**src/rtl/paddsub_seq_16bit_if.sv**
```systemverilog
// Handshake and data bundle for the sequential lane-wise saturating add/sub unit.
// The master drives the request side; the slave returns status and results.
interface paddsub_seq_16bit_if #(
  parameter int WIDTH = 16,
  parameter int LANE  = 4
);
  logic                    start;
  logic                    is_sub;
  logic [WIDTH-1:0]        a_in;
  logic [WIDTH-1:0]        b_in;
  logic                    busy;
  logic                    done;
  logic [WIDTH-1:0]        sum_out;
  logic [WIDTH/LANE-1:0]   sat_mask;

  modport master (
    output start, is_sub, a_in, b_in,
    input  busy, done, sum_out, sat_mask
  );

  modport slave (
    input  start, is_sub, a_in, b_in,
    output busy, done, sum_out, sat_mask
  );
endinterface

```
**src/rtl/paddsub_seq_16bit.sv**
```systemverilog
// Multi-cycle lane-wise saturating add/sub: one signed LANE-bit lane per clock,
// results clamped to the signed lane range, with a per-lane saturation mask.
module paddsub_seq_16bit #(
  parameter int WIDTH = 16,
  parameter int LANE  = 4
) (
  input  logic              clk,
  input  logic              rst,
  paddsub_seq_16bit_if.slave bus
);
  localparam int LANES = WIDTH / LANE;
  localparam int IDX_W = (LANES > 1) ? $clog2(LANES) : 1;
  localparam logic [IDX_W-1:0] LAST_IDX = IDX_W'(LANES - 1);

  typedef enum logic [1:0] {
    IDLE = 2'd0,
    CALC = 2'd1,
    DONE = 2'd2
  } state_t;

  state_t           state_reg, state_next;
  logic [IDX_W-1:0] idx_reg;
  logic [WIDTH-1:0] a_reg, b_reg, sum_reg;
  logic             sub_reg;
  logic [LANES-1:0] mask_reg;
  logic             load, step;

  // Every lane is evaluated from the latched operands; the index picks which one is committed.
  logic [WIDTH-1:0] lane_res;
  logic [LANES-1:0] lane_sat;

  generate
    for (genvar gi = 0; gi < LANES; gi++) begin : g_lane
      logic [LANE:0] ext_a, ext_b, r;
      assign ext_a = {a_reg[gi*LANE+LANE-1], a_reg[gi*LANE +: LANE]};
      assign ext_b = {b_reg[gi*LANE+LANE-1], b_reg[gi*LANE +: LANE]};
      assign r     = sub_reg ? (ext_a - ext_b) : (ext_a + ext_b);
      // The top two bits disagree exactly when r leaves the signed lane range; r[LANE] gives the sign.
      assign lane_sat[gi] = r[LANE] ^ r[LANE-1];
      assign lane_res[gi*LANE +: LANE] = lane_sat[gi] ? {r[LANE], {(LANE-1){~r[LANE]}}}
                                                      : r[LANE-1:0];
    end
  endgenerate

  always_comb begin
    state_next = state_reg;
    load       = 1'b0;
    step       = 1'b0;
    case (state_reg)
      IDLE: begin
        if (bus.start) begin
          load       = 1'b1;
          state_next = CALC;
        end
      end
      CALC: begin
        step = 1'b1;
        if (idx_reg == LAST_IDX) begin
          state_next = DONE;
        end
      end
      DONE:    state_next = IDLE;
      default: state_next = IDLE;
    endcase
  end

  always_ff @(posedge clk) begin
    if (rst) begin
      state_reg <= IDLE;
      idx_reg   <= '0;
      a_reg     <= '0;
      b_reg     <= '0;
      sub_reg   <= 1'b0;
      sum_reg   <= '0;
      mask_reg  <= '0;
    end else begin
      state_reg <= state_next;
      if (load) begin
        a_reg    <= bus.a_in;
        b_reg    <= bus.b_in;
        sub_reg  <= bus.is_sub;
        idx_reg  <= '0;
        sum_reg  <= '0;
        mask_reg <= '0;
      end
      if (step) begin
        sum_reg[idx_reg*LANE +: LANE] <= lane_res[idx_reg*LANE +: LANE];
        mask_reg[idx_reg]             <= lane_sat[idx_reg];
        if (idx_reg != LAST_IDX) begin
          idx_reg <= idx_reg + IDX_W'(1);
        end
      end
    end
  end

  assign bus.busy     = (state_reg != IDLE);
  assign bus.done     = (state_reg == DONE);
  assign bus.sum_out  = sum_reg;
  assign bus.sat_mask = mask_reg;
endmodule

```
**src/flat_wrapper.sv**
```systemverilog
// flat-port wrapper written by rule: the top's interface ports become plain ports
module paddsub_seq_16bit_flat 
#(
  parameter int WIDTH = 16,
  parameter int LANE  = 4
)
  (clk, rst, bus_start, bus_is_sub, bus_a_in, bus_b_in, bus_busy, bus_done, bus_sum_out, bus_sat_mask);
  paddsub_seq_16bit_if #(.WIDTH(WIDTH), .LANE(LANE)) bus_i ();
  input  logic clk;
  input  logic rst;
  input wire logic [$bits(bus_i.start)-1:0] bus_start;
  input wire logic [$bits(bus_i.is_sub)-1:0] bus_is_sub;
  input wire logic [$bits(bus_i.a_in)-1:0] bus_a_in;
  input wire logic [$bits(bus_i.b_in)-1:0] bus_b_in;
  output wire logic [$bits(bus_i.busy)-1:0] bus_busy;
  output wire logic [$bits(bus_i.done)-1:0] bus_done;
  output wire logic [$bits(bus_i.sum_out)-1:0] bus_sum_out;
  output wire logic [$bits(bus_i.sat_mask)-1:0] bus_sat_mask;
  assign bus_i.start = bus_start;
  assign bus_i.is_sub = bus_is_sub;
  assign bus_i.a_in = bus_a_in;
  assign bus_i.b_in = bus_b_in;
  assign bus_busy = bus_i.busy;
  assign bus_done = bus_i.done;
  assign bus_sum_out = bus_i.sum_out;
  assign bus_sat_mask = bus_i.sat_mask;
  paddsub_seq_16bit #(.WIDTH(WIDTH), .LANE(LANE)) u_core (.clk(clk), .rst(rst), .bus(bus_i));
endmodule
```
**config.mk**
```make
export PLATFORM = sky130hd
export DESIGN_NAME = paddsub_seq_16bit_flat
export DESIGN_NICKNAME = d
export VERILOG_FILES = /design/src/rtl/paddsub_seq_16bit_if.sv /design/src/rtl/paddsub_seq_16bit.sv /design/src/flat_wrapper.sv
export SDC_FILE = /design/constraint.sdc
export NUM_CORES = 1
export LEC_CHECK = 0
export BUFFER_PORTS_ARGS = -buffer_cell sky130_fd_sc_hd__buf_2
export CAP_MARGIN = 20
export CORE_UTILIZATION = 51
export CTS_CLUSTER_DIAMETER = 80
export CTS_CLUSTER_SIZE = 25
export DETAILED_ROUTE_END_ITERATION = 8
export MAX_ROUTING_LAYER = met4
export PLACE_DENSITY = 0.76
export SLEW_MARGIN = 20
export SYNTH_ARGS = -nofsm -noshare
export SYNTH_HDL_FRONTEND = slang
export SYNTH_SLANG_ARGS = --single-unit
export TNS_END_PERCENT = 5
```
**constraint.sdc**
```tcl
create_clock -name clk -period 3 [get_ports clk]
set_input_delay 0.15 -clock clk [delete_from_list [all_inputs] [get_ports clk]]
set_output_delay 0.15 -clock clk [all_outputs]
set_load 0.01 [all_outputs]
```
=== Word level (Yosys, flattened, before mapping) ===
Cells that the tools add are included.

* $add $sub $neg: 10
* Magnitude comparators: 2
* Equal/unequal tests: 6
* Shifts and indexed selects: 3
* Mux-type cells: 29
* Bitwise logic cells: 8
* Reduce and logical (&&, ||, !) cells: 4

{| class="wikitable"
|+ Operators by type and width
! cell !! count
|-
| two-way mux 16 bit || 3
|-
| negator 4 -> 34 bit || 1
|-
| variable shift 4 x 34 -> 16 bit, first input constant || 1
|-
| variable part select 4 x 34 -> 16 bit || 1
|-
| two-way mux 4 bit || 7
|-
| adder 4 x 4 -> 5 bit || 4
|-
| two-way mux 5 bit || 4
|-
| subtractor 4 x 4 -> 5 bit || 4
|-
| bitwise mux 16 bit || 1
|-
| variable part select 16 x 5 -> 4 bit || 1
|-
| two-way mux 2 bit || 5
|-
| two-way mux 1 bit || 5
|-
| bitwise mux 4 bit || 1
|-
| == test 2 bit, second input constant || 2
|-
| inequality test 2 bit, second input constant || 2
|-
| NOT 1 bit || 4
|-
| one-hot mux 2 bit (2 select lines) || 1
|-
| bitwise XOR 1 bit || 4
|-
| less-than comparator 2 x 3 -> 1 bit, second input constant || 1
|-
| adder 2 x 1 -> 2 bit, second input constant || 1
|-
| binary-select mux 1 bit (select 2 bit) || 1
|-
| demux 1 bit (select 2 bit) || 1
|-
| == test 2 x 1 -> 1 bit, second input constant || 1
|-
| >= comparator 2 x 1 -> 1 bit, second input constant || 1
|-
| other kinds (5) || 5
|}

* Bits in registers: 57
* Input port bits: 36

=== Depth between registers and ports, before layout ===
* Word-level depth: 8
* Depth in mapped cells: 12

=== Least setup slack after synthesis ===
OpenSTA, ideal clock, no wires.

* Path kind: reg-to-reg
* Start point: register u_core.sub_reg
* End point: register u_core.sum_reg[2] (netlist: u_core.bus.sum_out[2])
* Library setup time: 0.117 ns
* Data arrival time: 2.827 ns
* Path slack: 0.057 ns
* Cell stages (with the launch flop): 13
* Path buffers: 2
* Period minus slack after synthesis: 2.943 ns
* Cells stage by stage: dfxtp_1 -> buf_6 -> clkbuf_1 -> mux2_2 -> fa_1 -> inv_1 -> a21o_1 -> a21oi_1 -> xnor2_1 -> maj3_1 -> nand2_1 -> a32o_1 -> a22o_1

* Word-level cells in the longest chain between the ends: 7

{| class="wikitable"
|+ RTL lines
! item !! line !! RTL
|-
| from (decl) || paddsub_seq_16bit.sv:24 || <nowiki>logic sub_reg;</nowiki>
|-
| from (signal assigned) || paddsub_seq_16bit.sv:81 || <nowiki>sub_reg <= bus.is_sub;</nowiki>
|-
| two-way mux 5 bit || paddsub_seq_16bit.sv:37 || <nowiki>assign r = sub_reg ? (ext_a - ext_b) : (ext_a + ext_b);</nowiki>
|-
| bitwise XOR 1 bit or NOT 1 bit (tied branches) || paddsub_seq_16bit.sv:39, paddsub_seq_16bit.sv:40 ||
|-
| two-way mux 4 bit || paddsub_seq_16bit.sv:40 || <nowiki>assign lane_res[gi*LANE +: LANE] = lane_sat[gi] ? {r[LANE], {(LANE-1){~r[LANE]}}}</nowiki>
|-
| variable part select 16 x 5 -> 4 bit (*) || paddsub_seq_16bit.sv:87 || <nowiki>sum_reg[idx_reg*LANE +: LANE] <= lane_res[idx_reg*LANE +: LANE];</nowiki>
|-
| variable part select 4 x 34 -> 16 bit (*) || paddsub_seq_16bit.sv:87 ||
|-
| bitwise mux 16 bit (*) || paddsub_seq_16bit.sv:87 ||
|-
| two-way mux 16 bit (*) || paddsub_seq_16bit.sv:86 || <nowiki>if (step) begin</nowiki>
|-
| to (signal, indexed assignment) || paddsub_seq_16bit.sv:87 ||
|-
| to (decl) || paddsub_seq_16bit.sv:23 || <nowiki>logic [WIDTH-1:0] a_reg, b_reg, sum_reg;</nowiki>
|}

Every way passes the cells marked *; elsewhere a longest branch is shown, timed or not.
A chain may end at the register's enable or synchronous reset.

=== Worst setup path after layout ===
* Start point: register u_core.b_reg[4]
* End point: register u_core.sum_reg[9] (netlist: u_core.bus.sum_out[9])

* Word-level cells in the longest chain between the ends: 8

{| class="wikitable"
|+ RTL lines
! item !! line !! RTL
|-
| from (decl) || paddsub_seq_16bit.sv:23 ||
|-
| from (signal assigned) || paddsub_seq_16bit.sv:80 || <nowiki>b_reg <= bus.b_in;</nowiki>
|-
| adder 4 x 4 -> 5 bit or subtractor 4 x 4 -> 5 bit (tied branches) || paddsub_seq_16bit.sv:37 ||
|-
| two-way mux 5 bit (*) || paddsub_seq_16bit.sv:37 ||
|-
| bitwise XOR 1 bit or NOT 1 bit (tied branches) || paddsub_seq_16bit.sv:39, paddsub_seq_16bit.sv:40 ||
|-
| two-way mux 4 bit (*) || paddsub_seq_16bit.sv:40 ||
|-
| variable part select 16 x 5 -> 4 bit (*) || paddsub_seq_16bit.sv:87 ||
|-
| variable part select 4 x 34 -> 16 bit (*) || paddsub_seq_16bit.sv:87 ||
|-
| bitwise mux 16 bit (*) || paddsub_seq_16bit.sv:87 ||
|-
| two-way mux 16 bit (*) || paddsub_seq_16bit.sv:86 ||
|}

Marks and branches as above.

==> results.yml <==
run_status:
  status: "completed"
finish:
  final_common_cell: "nand2_1"
  final-seq-area_sq_um: 1140
  layout_common_cells: "nand2_1, buf_2, dfxtp_1"
  post-route-util: 0.639
  multi_input_area_sq_um: 2100
  nets: 552
  num_antenna_cells: 0
  num-fill-cells: 555
  fin_area_sq_um: 4080
  drive_gt1_frac: 0.249
  area_delta_synth_final_pct: 21.0
  stdcell_count: 567
worst_setup_path:
  cp_max_fo: 5
  end_kind: "flop"
  arrival_ps: 3210
  cp_slowest_cell: "fa_1"
  worstPathRequired_ps: 3270
  cp_top_family: "adder cells"
  path_class: "flop to flop"
  crit_buf_inv: 2
  r2r_slack_ps: 50
  crit_path_start_kind: "flop"
  critPathMaxStageDelay_ps: 410
  cp_common_cell: "inv_1"
  path_cells: "inv_1 -> ha_1 -> mux2_2 -> fa_1 -> inv_1 -> a21o_1 -> a21oi_1 -> xnor2_2 -> maj3_1 -> a221oi_2 -> o311ai_1 -> o21ai_1"
clocking:
  htree_num_levels: 3
  clock_latency_ps: 340
  cts_tree: "yes"
  path_clk_slew_ps: 60
  cts-buffers-inserted: 9
  cts_setup_buffers: 0
  cts_max_path_buffers: 2
  clock_sinks: 57
  root_buffer: "clkbuf_8"
  hold_buffers: 0
sta:
  setup_viol: 0
  timing.final.crit_share: 0.982
  hold_violations: 0
  fmax_mhz: 339
  min_period_ps: 2950
  worst_slack_ps: 52.9
  drv_slew: 0
  worstMarginPinSlew_ps: 600
  rsz0062_at_grt: "yes"
  clock_skew_ps: 3.98
  slew-limit-headroom: 0.600
logic_synthesis:
  synth_top_area_cell: "dfxtp_1"
  synth_fp_nets: 479
  synthesis.area_sq_um: 3370
  ys_seq_elements: 57
  postSynthCellCount: 412
  ys_seq_area_frac: 0.338
  synth_cell_types: 41
  synthFlopType: "dfxtp_1"
  synth_edf_count: 0
  ys_top_cells_by_area: "dfxtp_1, ha_1, nand2_1"
  async_reset_ff_frac: 0
  yosys_warnings: 0
  syn_avg_cell_area_sq_um: 8.19
  netlist.area_leader.share: 0.338
global_routing:
  antenna_found_initial: 0
  grt_pass1_wl_microns: 12600
  grt_pass1_vias: 2855
  grt_max_degree: 36
  overflow: 0
  track_usage: 0.232
routing:
  viasPerCell: 5.18
  drt_iter0_drc: 101
  vias: 2936
  dr.pass1.iters: 5
  ant_nets: 0
  wirelength_microns: 7250
  remaining_drc_errors: 0
  avgRoutedWirePerCell_microns: 12.8
place:
  place_ws_ps: -97.8
  placed_cell_area_sq_um: 3860
  place_congestion: 0.846
  port-buffer-count: 57
  detailedPlacementHpwl_microns: 5480
  dp_cells: 551
die:
  row_count: 29
  die_h_microns: 83.3
  coreArea_sq_um: 6390
  die_area_sq_um: 6950
  io_pins: 58
  die_w_microns: 83.3
  start_util: 0.528
power:
  leakagePower_nw: 1.79
  power.total_mw: 2.38
  ir_drop_mv: 0.308
  power_density_nw_per_um2: 583
flow_run:
  max-cap-violations: 0
hold_path:
  worst_hold_path_type: "primary input to flop"
worst reg2reg max path: cells and delay by family (launching register included):
kind / cells / cell delay, ps
XOR/XNOR: 1 / 190
AO/OA/AOI/OAI: 5 / 850
flip-flops: 1 / 330
adder cells (fa/ha/maj): 3 / 1090
buffers and inverters: 2 / 120
multiplexers: 1 / 300
through the flow:
step | TNS, ps | hold WS (ps)
after floorplan | 0 | 286
after detailed placement | -588 | 396
after CTS | 0 | 33.5
final | 0 | 45.1
after global routing | -91.1 | 39.1
after global placement | 0 | 390
cells in the mapped netlist (2+ instances only):
cell      count
xnor2_1      22
dfxtp_1      57
nand2b_1      2
nand2_1      86
o21ai_2       8
clkbuf_1     15
nor2b_1       6
a22o_1        6
inv_1        29
o21ai_0       7
nor3_1        5
o21ai_1       2
ha_1         27
mux2_2        4
fa_1          4
nand4_1       2
and4_1        2
maj3_1       10
xor2_1        6
or2_1         3
a22oi_1       5
nand3_1       4
nor2_1       26
a21oi_1      51
a21o_1        6
mux2i_1       2
worst paths after layout:
path,startpoint,to,depth (start not counted)
setup / recovery,u_core.b_reg[4],u_core.bus.sum_out[9],12
hold / removal,bus_b_in[5],u_core.b_reg[5],3
setup reg to reg,u_core.b_reg[4],u_core.bus.sum_out[9],12
hold reg to reg,u_core.bus.sum_out[8],u_core.bus.sum_out[8],2
power breakdown:
| part | total, mW | switching (mW) | internal [mW] |
|---|---|---|---|
| logic | 0.916 | 0.475 | 0.441 |
| registers | 0.830 | 0.0338 | 0.796 |
| clock network | 0.632 | 0.292 | 0.341 |
cells by family after synthesis:
group,count (synthesis),synth area share
mux,8,0.0337
xor+xnor,28,0.0727
fa+ha+maj,41,0.154
flops,57,0.338
simple gates,142,0.184
compound gates,90,0.165
buf+inv,46,0.0534
routing by layer:
metal  vias to the layer above  part of all wire  track usage
met2                        68              0.48        0.374
met3                        11             0.043       0.0437
met4                         0             0.015        0.111
li1                       1526                 -            -
met5                         -                 0            -
met1                      1331              0.46        0.278
cell type report:
class                   count  share of cell area
well taps                  77              0.0236
clock buffers              13              0.0389
inverters                  30              0.0276
multi-input cells         309               0.515
flip-flops and latches     57               0.280
repair buffers             78               0.112
clock inverters             3             0.00368
timing repair:
action	in CTS	in global routing
pin swaps	0	1
endpoints found under the setup margin	10	20
gates resized for setup	3	13
Note: power is estimated with default switching activity, not from simulation.
